**config.mk**
```make
export PLATFORM = sky130hd
export DESIGN_NAME = tetris_input_ctrl_flat
export DESIGN_NICKNAME = d
export VERILOG_FILES = /design/src/rtl/tetris_input_ctrl_if.sv /design/src/rtl/tetris_input_ctrl.sv /design/src/flat_wrapper.sv
export SDC_FILE = /design/constraint.sdc
export NUM_CORES = 1
export LEC_CHECK = 0
export BUFFER_PORTS_ARGS = -buffer_cell sky130_fd_sc_hd__buf_4
export CORE_MARGIN = 1.5
export CORE_UTILIZATION = 25
export CTS_CLUSTER_SIZE = 8
export DETAILED_ROUTE_END_ITERATION = 12
export PLACE_DENSITY = 0.41
export SKIP_LAST_GASP = 1
export SLEW_MARGIN = 10
export SYNTH_ARGS = -nofsm -noshare
export SYNTH_HDL_FRONTEND = slang
export SYNTH_SLANG_ARGS = --single-unit
export TNS_END_PERCENT = 30
```
**constraint.sdc**
```tcl
create_clock -name clk -period 2 [get_ports clk]
set_input_delay 0.3 -clock clk [delete_from_list [all_inputs] [get_ports clk]]
set_output_delay 0.3 -clock clk [all_outputs]
set_load 0.005 [all_outputs]
```
**src/rtl/tetris_input_ctrl_if.sv**
```systemverilog
// Command handshake between the input controller and the game logic.
interface tetris_input_ctrl_if;
  logic       cmd_valid;
  logic [2:0] cmd;
  logic       cmd_ready;

  modport master (output cmd_valid, output cmd, input cmd_ready);
  modport slave  (input cmd_valid, input cmd, output cmd_ready);
endinterface

```
**src/rtl/tetris_input_ctrl.sv**
```systemverilog
// Button pulses -> game commands: auto-repeat for left/right/down,
// priority arbitration into a small command FIFO.
module tetris_input_ctrl #(
  parameter int DAS_CYCLES = 4250000,
  parameter int ARR_CYCLES = 1250000,
  parameter int DEPTH      = 4
) (
  input  logic clk,
  input  logic rst,
  input  logic left_en,
  input  logic left_dis,
  input  logic right_en,
  input  logic right_dis,
  input  logic down_en,
  input  logic down_dis,
  input  logic rot_en,
  input  logic drop_en,
  tetris_input_ctrl_if.master cmd_if,
  output logic evt_dropped
);
  localparam int MAXC = (DAS_CYCLES > ARR_CYCLES) ? DAS_CYCLES : ARR_CYCLES;
  localparam int CW   = $clog2(MAXC);
  localparam int AW   = $clog2(DEPTH);

  typedef enum logic [1:0] {IDLE, DELAY, REPEAT} rpt_state_t;

  // pending/event bit index = command code - 1: 0 LEFT, 1 RIGHT, 2 DOWN, 3 ROTATE, 4 DROP
  logic [4:0]    pend;
  logic [2:0]    held;
  rpt_state_t    state;
  logic [1:0]    act;
  logic [CW-1:0] cnt;

  logic [2:0]    fifo_mem [DEPTH];
  logic [AW-1:0] wr_ptr, rd_ptr;
  logic [AW:0]   count;

  logic [2:0]    press, rel, act_oh;
  logic          term, tick;
  logic [4:0]    ev, gnt;
  logic [2:0]    gcode;
  logic          push, pop;

  always_comb begin
    press  = {down_en, right_en, left_en};
    rel    = {down_dis, right_dis, left_dis};
    act_oh = 3'b001 << act;
    term   = (state == DELAY)  ? (cnt == CW'(DAS_CYCLES - 1)) :
             (state == REPEAT) ? (cnt == CW'(ARR_CYCLES - 1)) : 1'b0;
    tick   = term && held[act];
    // a press coinciding with a repeat tick of the same key merges into one event
    ev     = {drop_en, rot_en, press | (tick ? act_oh : 3'b000)};

    gnt   = '0;
    gcode = '0;
    if      (pend[4]) begin gnt[4] = 1'b1; gcode = 3'd5; end
    else if (pend[3]) begin gnt[3] = 1'b1; gcode = 3'd4; end
    else if (pend[0]) begin gnt[0] = 1'b1; gcode = 3'd1; end
    else if (pend[1]) begin gnt[1] = 1'b1; gcode = 3'd2; end
    else if (pend[2]) begin gnt[2] = 1'b1; gcode = 3'd3; end

    // no bypass: a full FIFO refuses the write even when popping this cycle
    push = (|pend) && (count < (AW+1)'(DEPTH));
    pop  = (count != '0) && cmd_if.cmd_ready;
  end

  assign cmd_if.cmd_valid = (count != '0);
  assign cmd_if.cmd       = (count != '0) ? fifo_mem[rd_ptr] : 3'd0;

  always_ff @(posedge clk) begin
    if (rst) begin
      pend        <= '0;
      held        <= '0;
      state       <= IDLE;
      act         <= '0;
      cnt         <= '0;
      wr_ptr      <= '0;
      rd_ptr      <= '0;
      count       <= '0;
      evt_dropped <= 1'b0;
    end else begin
      evt_dropped <= |(ev & pend);
      pend        <= (pend & ~(push ? gnt : 5'b0)) | (ev & ~pend);

      if (push) begin
        fifo_mem[wr_ptr] <= gcode;
        wr_ptr           <= wr_ptr + 1'b1;
      end
      if (pop) rd_ptr <= rd_ptr + 1'b1;
      if (push && !pop)      count <= count + 1'b1;
      else if (!push && pop) count <= count - 1'b1;

      held <= (held & ~rel) | press;

      case (state)
        DELAY: begin
          if (term) begin cnt <= '0; state <= REPEAT; end
          else      cnt <= cnt + 1'b1;
        end
        REPEAT: begin
          if (term) cnt <= '0;
          else      cnt <= cnt + 1'b1;
        end
        default: cnt <= '0;
      endcase

      // releasing the active key stops repeat even if another key is still down
      if (state != IDLE && |(rel & act_oh)) begin
        state <= IDLE;
        cnt   <= '0;
      end
      if (|press) begin
        state <= DELAY;
        cnt   <= '0;
        if      (press[0]) act <= 2'd0;
        else if (press[1]) act <= 2'd1;
        else               act <= 2'd2;
      end
    end
  end
endmodule

```
**src/flat_wrapper.sv**
```systemverilog
// flat-port wrapper written by rule: the top's interface ports become plain ports
module tetris_input_ctrl_flat 
#(
  parameter int DAS_CYCLES = 4250000,
  parameter int ARR_CYCLES = 1250000,
  parameter int DEPTH      = 4
)
  (clk, rst, left_en, left_dis, right_en, right_dis, down_en, down_dis, rot_en, drop_en, evt_dropped, cmd_if_cmd_valid, cmd_if_cmd, cmd_if_cmd_ready);
  tetris_input_ctrl_if cmd_if_i ();
  input  logic clk;
  input  logic rst;
  input  logic left_en;
  input  logic left_dis;
  input  logic right_en;
  input  logic right_dis;
  input  logic down_en;
  input  logic down_dis;
  input  logic rot_en;
  input  logic drop_en;
  output logic evt_dropped;
  output wire logic [$bits(cmd_if_i.cmd_valid)-1:0] cmd_if_cmd_valid;
  output wire logic [$bits(cmd_if_i.cmd)-1:0] cmd_if_cmd;
  input wire logic [$bits(cmd_if_i.cmd_ready)-1:0] cmd_if_cmd_ready;
  assign cmd_if_cmd_valid = cmd_if_i.cmd_valid;
  assign cmd_if_cmd = cmd_if_i.cmd;
  assign cmd_if_i.cmd_ready = cmd_if_cmd_ready;
  tetris_input_ctrl #(.DAS_CYCLES(DAS_CYCLES), .ARR_CYCLES(ARR_CYCLES), .DEPTH(DEPTH)) u_core (.clk(clk), .rst(rst), .left_en(left_en), .left_dis(left_dis), .right_en(right_en), .right_dis(right_dis), .down_en(down_en), .down_dis(down_dis), .rot_en(rot_en), .drop_en(drop_en), .cmd_if(cmd_if_i), .evt_dropped(evt_dropped));
endmodule
```
### Yosys cells after proc, flatten, opt, wreduce, memory -nomap -nowiden

Memory sizes are Yosys's and may differ from the RTL's. A register that Yosys moved wholly into a read port is not among the register bits.
Cells that the tools add are included.

* memories kept: 1
* word-level logic and storage cells: 91
* register bits: 43
* latch bits: 0
* input bits: 11
* output and inout bits: 5
* bits in read-only memories: 0
* bits in writable memories: 12

Memory list
* u_core.fifo_mem: words 4, bits a word 3, rd ports 1, clocked after Yosys merged registers in 1, write ports 1, RTL line tetris_input_ctrl.sv:34 `logic [2:0] fifo_mem [DEPTH];`

* eq/ne operators: 4
* divide/modulo/power cells: 0
* shift operators: 1
* reductions and logical operators: 22
* $mul: 0
* add/subtract/negate cells: 5
* bitwise operators: 12
* magnitude comparators: 2
* muxes and demuxes: 34

Operators with widths (number)
* $mux 3: 9
* $add 23x1->23 const B: 1
* $eq 23x21->1 const B: 1
* $eq 23x23->1 const B: 1
* $mux 1: 16
* $and 5x5->5: 3
* $reduce_or 5->1: 3
* $mux 2: 6
* $not 5->5: 2
* $reduce_bool 3->1: 3
* $reduce_or 7->1: 1
* $and 3x3->3: 2
* $logic_and 1x1->1: 6
* $or 3x3->3: 2
* $reduce_or 3->1: 2
* $mux 5: 1
* $or 5x5->5: 1
* $add 2x1->2 const B: 2
* $mux 4: 1
* $reduce_and 2->1: 2
* $reduce_bool 2->1: 2
* $add 3x1->3 const B: 1
* $lt 2x3->1 const B: 1
* $lt 3x3->1 const B: 1
* 9 further kinds: 10

### Logic depth before layout (Yosys ltp)

* depth in word-level cells: 9
* mapped depth: 9
* gate-level depth less buffers: 8

### Worst setup path before layout

OpenSTA, ideal clock, no wires.

* path kind: register to register
* start point: register u_core.count[2]
* end point: register u_core.count[2]
* data arrival time: 2.123 ns
* required time: 1.930 ns
* setup slack: -0.194 ns
* path buffers: 1
* setup time: 0.070 ns
* clock period less this slack: 2.194 ns
* cell stages (with the launch flop): 10
* cells stage by stage: dfxtp_1 -> or3_1 -> clkbuf_1 -> nand2_1 -> ha_1 -> inv_1 -> fa_1 -> xor2_1 -> or3_1 -> a21oi_1

* word-level cells in the longest chain between the ends: 5
* elaborated cells between the ends (all ways): 13
* classes of those cells: 2 x add/sub; 1 x order compare; 2 x mux; 8 x reduce/logical

Ends and longest elaborated chain
* start, declared: RTL line tetris_input_ctrl.sv:36 `logic [AW:0] count;`
* start signal, assigned: RTL line tetris_input_ctrl.sv:90 `if (push && !pop) count <= count + 1'b1;`
* start signal, assigned: RTL line tetris_input_ctrl.sv:91 `else if (!push && pop) count <= count - 1'b1;`
* $reduce_bool 3->1 (*)
* net cmd_if_cmd_valid: RTL line flat_wrapper.sv:21 `output wire logic [$bits(cmd_if_i.cmd_valid)-1:0] cmd_if_cmd_valid;`
* $logic_and 1x1->1 (*): RTL line tetris_input_ctrl.sv:64 `pop = (count != '0) && cmd_if.cmd_ready;`
* $logic_not 1->1: RTL line tetris_input_ctrl.sv:90
* $logic_and 1x1->1: RTL line tetris_input_ctrl.sv:90
* $mux 3 or $reduce_bool 2->1 (tied branches)

The timed path passes the listed nets; every way through them passes the cells marked *. The select of a mux whose other input is x is not followed.
A chain may end at the register's enable or synchronous reset.

### Final worst setup path

* start point: register u_core.count[1]
* end point: register u_core.count[2]

* word-level cells in the longest chain between the ends: 5
* elaborated cells between the ends (all ways): 13
* classes of those cells: 2 x add/sub; 1 x order compare; 2 x mux; 8 x reduce/logical

Ends and longest elaborated chain (RTL line)
* $lt 3x3->1 or $reduce_bool 3->1 (tied branches): tetris_input_ctrl.sv:63, tetris_input_ctrl.sv:64
* $logic_and 1x1->1 (on tied branches): tetris_input_ctrl.sv:63, tetris_input_ctrl.sv:64
* $logic_not 1->1 (on tied branches): tetris_input_ctrl.sv:91, tetris_input_ctrl.sv:90
* $logic_and 1x1->1 (on tied branches): tetris_input_ctrl.sv:91, tetris_input_ctrl.sv:90
* $reduce_bool 2->1 (no line) or $mux 3 (tied branches)

Parallel ways exist; a longest one is shown, timed or not. The select of a mux whose other input is x is not followed.

==> flow_metrics.py <==
metrics = {
    "run_status": {
        "status": "finished, final reports clean",
    },
    "setup_path": {
        "cp_top_family": "simple AND/OR/NAND/NOR gates",
        "setup.worst_path.class": "reg2reg",
        "cp.depth": 8,
        "crit_slowest_cell": "or3_4",
        "arrival_ns": 2.23,
        "crit_path_end": "u_core.count[2]",
        "start_kind": "register",
        "worst_ep_required_time_ns": 2.26,
        "reg2reg_from": "u_core.count[1]",
        "r2r_cells": 8,
        "max_stage_delay_ns": 0.40,
        "critical_path.startpoint": "u_core.count[1]",
        "r2r_setup_slack_ns": 0.03,
        "path_cells": "or3_4, nand2_4, ha_4, inv_2, fa_2, xor2_1, or3_1, a21oi_2",
        "critical_path.endpoint_type": "register",
        "rr_endpoint": "u_core.count[2]",
        "cp_max_fo": 2,
        "crit_buf_inv": 1,
    },
    "cts": {
        "clock_path_buffers": 2,
        "clk_pin_slew_ns": 0.07,
        "clockRootBuffer": "clkbuf_8",
        "cts_inserted_buffers": 9,
        "cts_tree": "yes",
        "clk_latency_ns": 0.33,
        "htree_levels": 3,
        "cts_sinks": 57,
    },
    "global_route": {
        "overflow": 0,
        "grt_max_degree": 16,
        "grt_pass1_vias": 1999,
        "grt_pass1_wl_um": 9790,
        "grt_usage_pct": 10.9,
        "antenna_found_initial": 0,
    },
    "route": {
        "dr_total_vias": 2028,
        "drc": 0,
        "wl_per_cell_um": 12.6,
        "drt_wl_total_um": 5830,
        "drt_iter0_drc": 72,
        "firstDrtPassIters": 4,
        "post_drt_via_cell_ratio": 4.40,
        "drtAntennaViolNets": 0,
    },
    "timing": {
        "fin_crit_sh_pct": 98.6,
        "setup_viol": 0,
        "slew_violations": 0,
        "final.setup.tns_ns": 0,
        "rsz0062_at_grt": "yes",
        "worstMarginPinSlew_ns": 0.490,
        "max_slew_margin_pct": 67.1,
        "final-hold-violation-count": 0,
        "max_freq_mhz": 507,
        "min_period_ns": 1.97,
        "skew_ns": 0.00861,
    },
    "place": {
        "gp_congestion": 0.765,
        "placed_cell_area_um2": 3220,
        "hpwlAfterDp_um": 4280,
        "io_buffer_count": 15,
    },
    "yosys": {
        "yosys.area_share.adder_pct": 4.74,
        "synth.most_common_cell": "dfxtp_1",
        "synthMuxAreaShare_pct": 3.49,
        "synth_area_um2": 2800,
        "synth_area_leaders": "dfxtp_1 32%, edfxtp_1 13%, xnor2_1 5.6%",
        "synth.largest_area_cell": "dfxtp_1",
        "synthArstFlopShare_pct": 0,
        "syn_inst": 278,
        "synth_top_area_share_pct": 32.2,
        "syn_area_per_cell_um2": 10.1,
        "synth_top_family_by_area": "simple AND/OR/NAND/NOR gates",
        "synth_compound_gate_area_share_pct": 6.80,
        "yosysWarnings": 0,
        "yosys_most_used_dff": "dfxtp_1",
        "synth_common_cells": "45 x dfxtp_1, 31 x nor2_1, 21 x nor2_2",
        "synth_xor_area_share_pct": 8.14,
        "synth_seq_area_share_pct": 45.1,
        "synth_simple_gate_area_share_pct": 27.9,
        "ys_types": 51,
        "synth-edff-count": 12,
        "syn_nets": 299,
        "synth-seq-cells": 57,
    },
    "layout": {
        "final_nets": 337,
        "fin_area_um2": 3440,
        "multi_input_area_um2": 1460,
        "area_growth_pct": 23.0,
        "layout-drive-gt1-share_pct": 30.8,
        "fillerInstances": 1132,
        "regArea_um2": 1260,
        "antenna_cells": 0,
    },
    "min_path": {
        "holdPathStages": 2,
        "hp-start": "right_en",
        "worstHoldPathType": "in2reg",
    },
    "pwr": {
        "power_w": 0.00323,
        "leakage_nw": 1.20,
        "peakVddDrop_uv": 439,
        "p_per_area_nw_per_um2": 939,
    },
    "die": {
        "core_area_um2": 10900,
        "pin_count": 16,
        "start_util_pct": 25.7,
        "die_y_um": 109,
        "floorplan.die.width_um": 109,
        "num_rows": 38,
        "dieArea_um2": 11800,
    },
    "job": {
        "drv_cap": 0,
    },
}
[placed cells by master (no fill, tap or decap), types with 6 or more instances in the layout]
cell,n
nor3_2,6
nor3_1,7
nand3_1,8
clkbuf_8,11
nor2_1,31
edfxtp_1,12
a21oi_1,9
and2_1,9
xnor2_1,18
ha_1,8
nand2_1,10
inv_1,12
dfxtp_1,42
nor2_2,21
buf_4,33
xor2_1,8
[sequential cells by signal, summed over array words and instances, names as in the netlist, named ones only]
name                count
u_core.cnt             23
u_core.fifo_mem        12
u_core.pend             5
u_core.count            3
u_core.held             3
u_core.act              2
u_core.rd_ptr           2
u_core.state            2
u_core.wr_ptr           2
u_core.evt_dropped      1
[worst min-delay path by stage]
stage                          end  slack [ns]
floorplan            u_core.act[1]        0.38
global placement    u_core.held[2]        0.47
detailed placement  u_core.held[2]        0.47
CTS                  u_core.act[1]        0.16
global route         u_core.act[1]        0.16
finish               u_core.act[1]        0.18
[metal layers]
metal	vias to the layer above	wire, um	track usage, %	share of wire [%]
met1	957	2950	14.2	51
met5	-	0	0	0
met3	6	196	3.59	3.4
met2	24	2630	17.0	45
li1	1041	-	-	-
met4	0	49	3.38	0.84
[worst register-to-register path: stages, from the launching register on]
cell and delay, ns:
dfxtp_2 0.32, or3_4 0.40, nand2_4 0.10, ha_4 0.14, inv_2 0.04, fa_2 0.34, xor2_1 0.15, or3_1 0.32
a21oi_2 0.11
[through the flow]
step                      setup slack (ns)  std cells  util [%]  hold slack [ns]
after global placement              0.0313        444      29.6            0.467
after CTS                           0.0137        461      31.5            0.156
final                               0.0288        461      31.6            0.176
after floorplan                    -0.0379        278         -            0.378
after detailed placement            0.0105        444      29.6            0.469
after global routing               -0.0569        461      31.6            0.160
[cells by family (layout without fill, tap and decap cells)]
group,count (synthesis),in the layout
muxes,6,6
xor gates and xnor gates,26,26
DFF,57,57
AOI/OAI and AO/OA,27,27
buffers and inverters,22,65
adders and majority gates,10,10
and+or+nand+nor,130,130
[power by group]
part	internal, W	total [W]	switching, W
registers	0.00131	0.00138	0.0000722
clock network	0.000641	0.00110	0.000455
logic	0.000418	0.000756	0.000338
[final cells by class]
class / instances / share of cell area (%)
well taps: 140 / 5.09
clock inverters: 3 / 1.16
clock buffers: 13 / 4.62
flip-flops and latches: 57 / 36.8
repair buffers: 35 / 8.36
inverters: 14 / 1.53
multi-input cells: 199 / 42.5
[what timing repair did]
action,4_1_cts,5_1_grt
cloned,0,0
resized for setup,1,3
hold endpoints to repair,0,0
buffers inserted,1,0
endpoints found under the setup margin,1,5
hold buffers,0,0
pin swaps,1,0
Note: power is estimated with default switching activity, not from simulation.
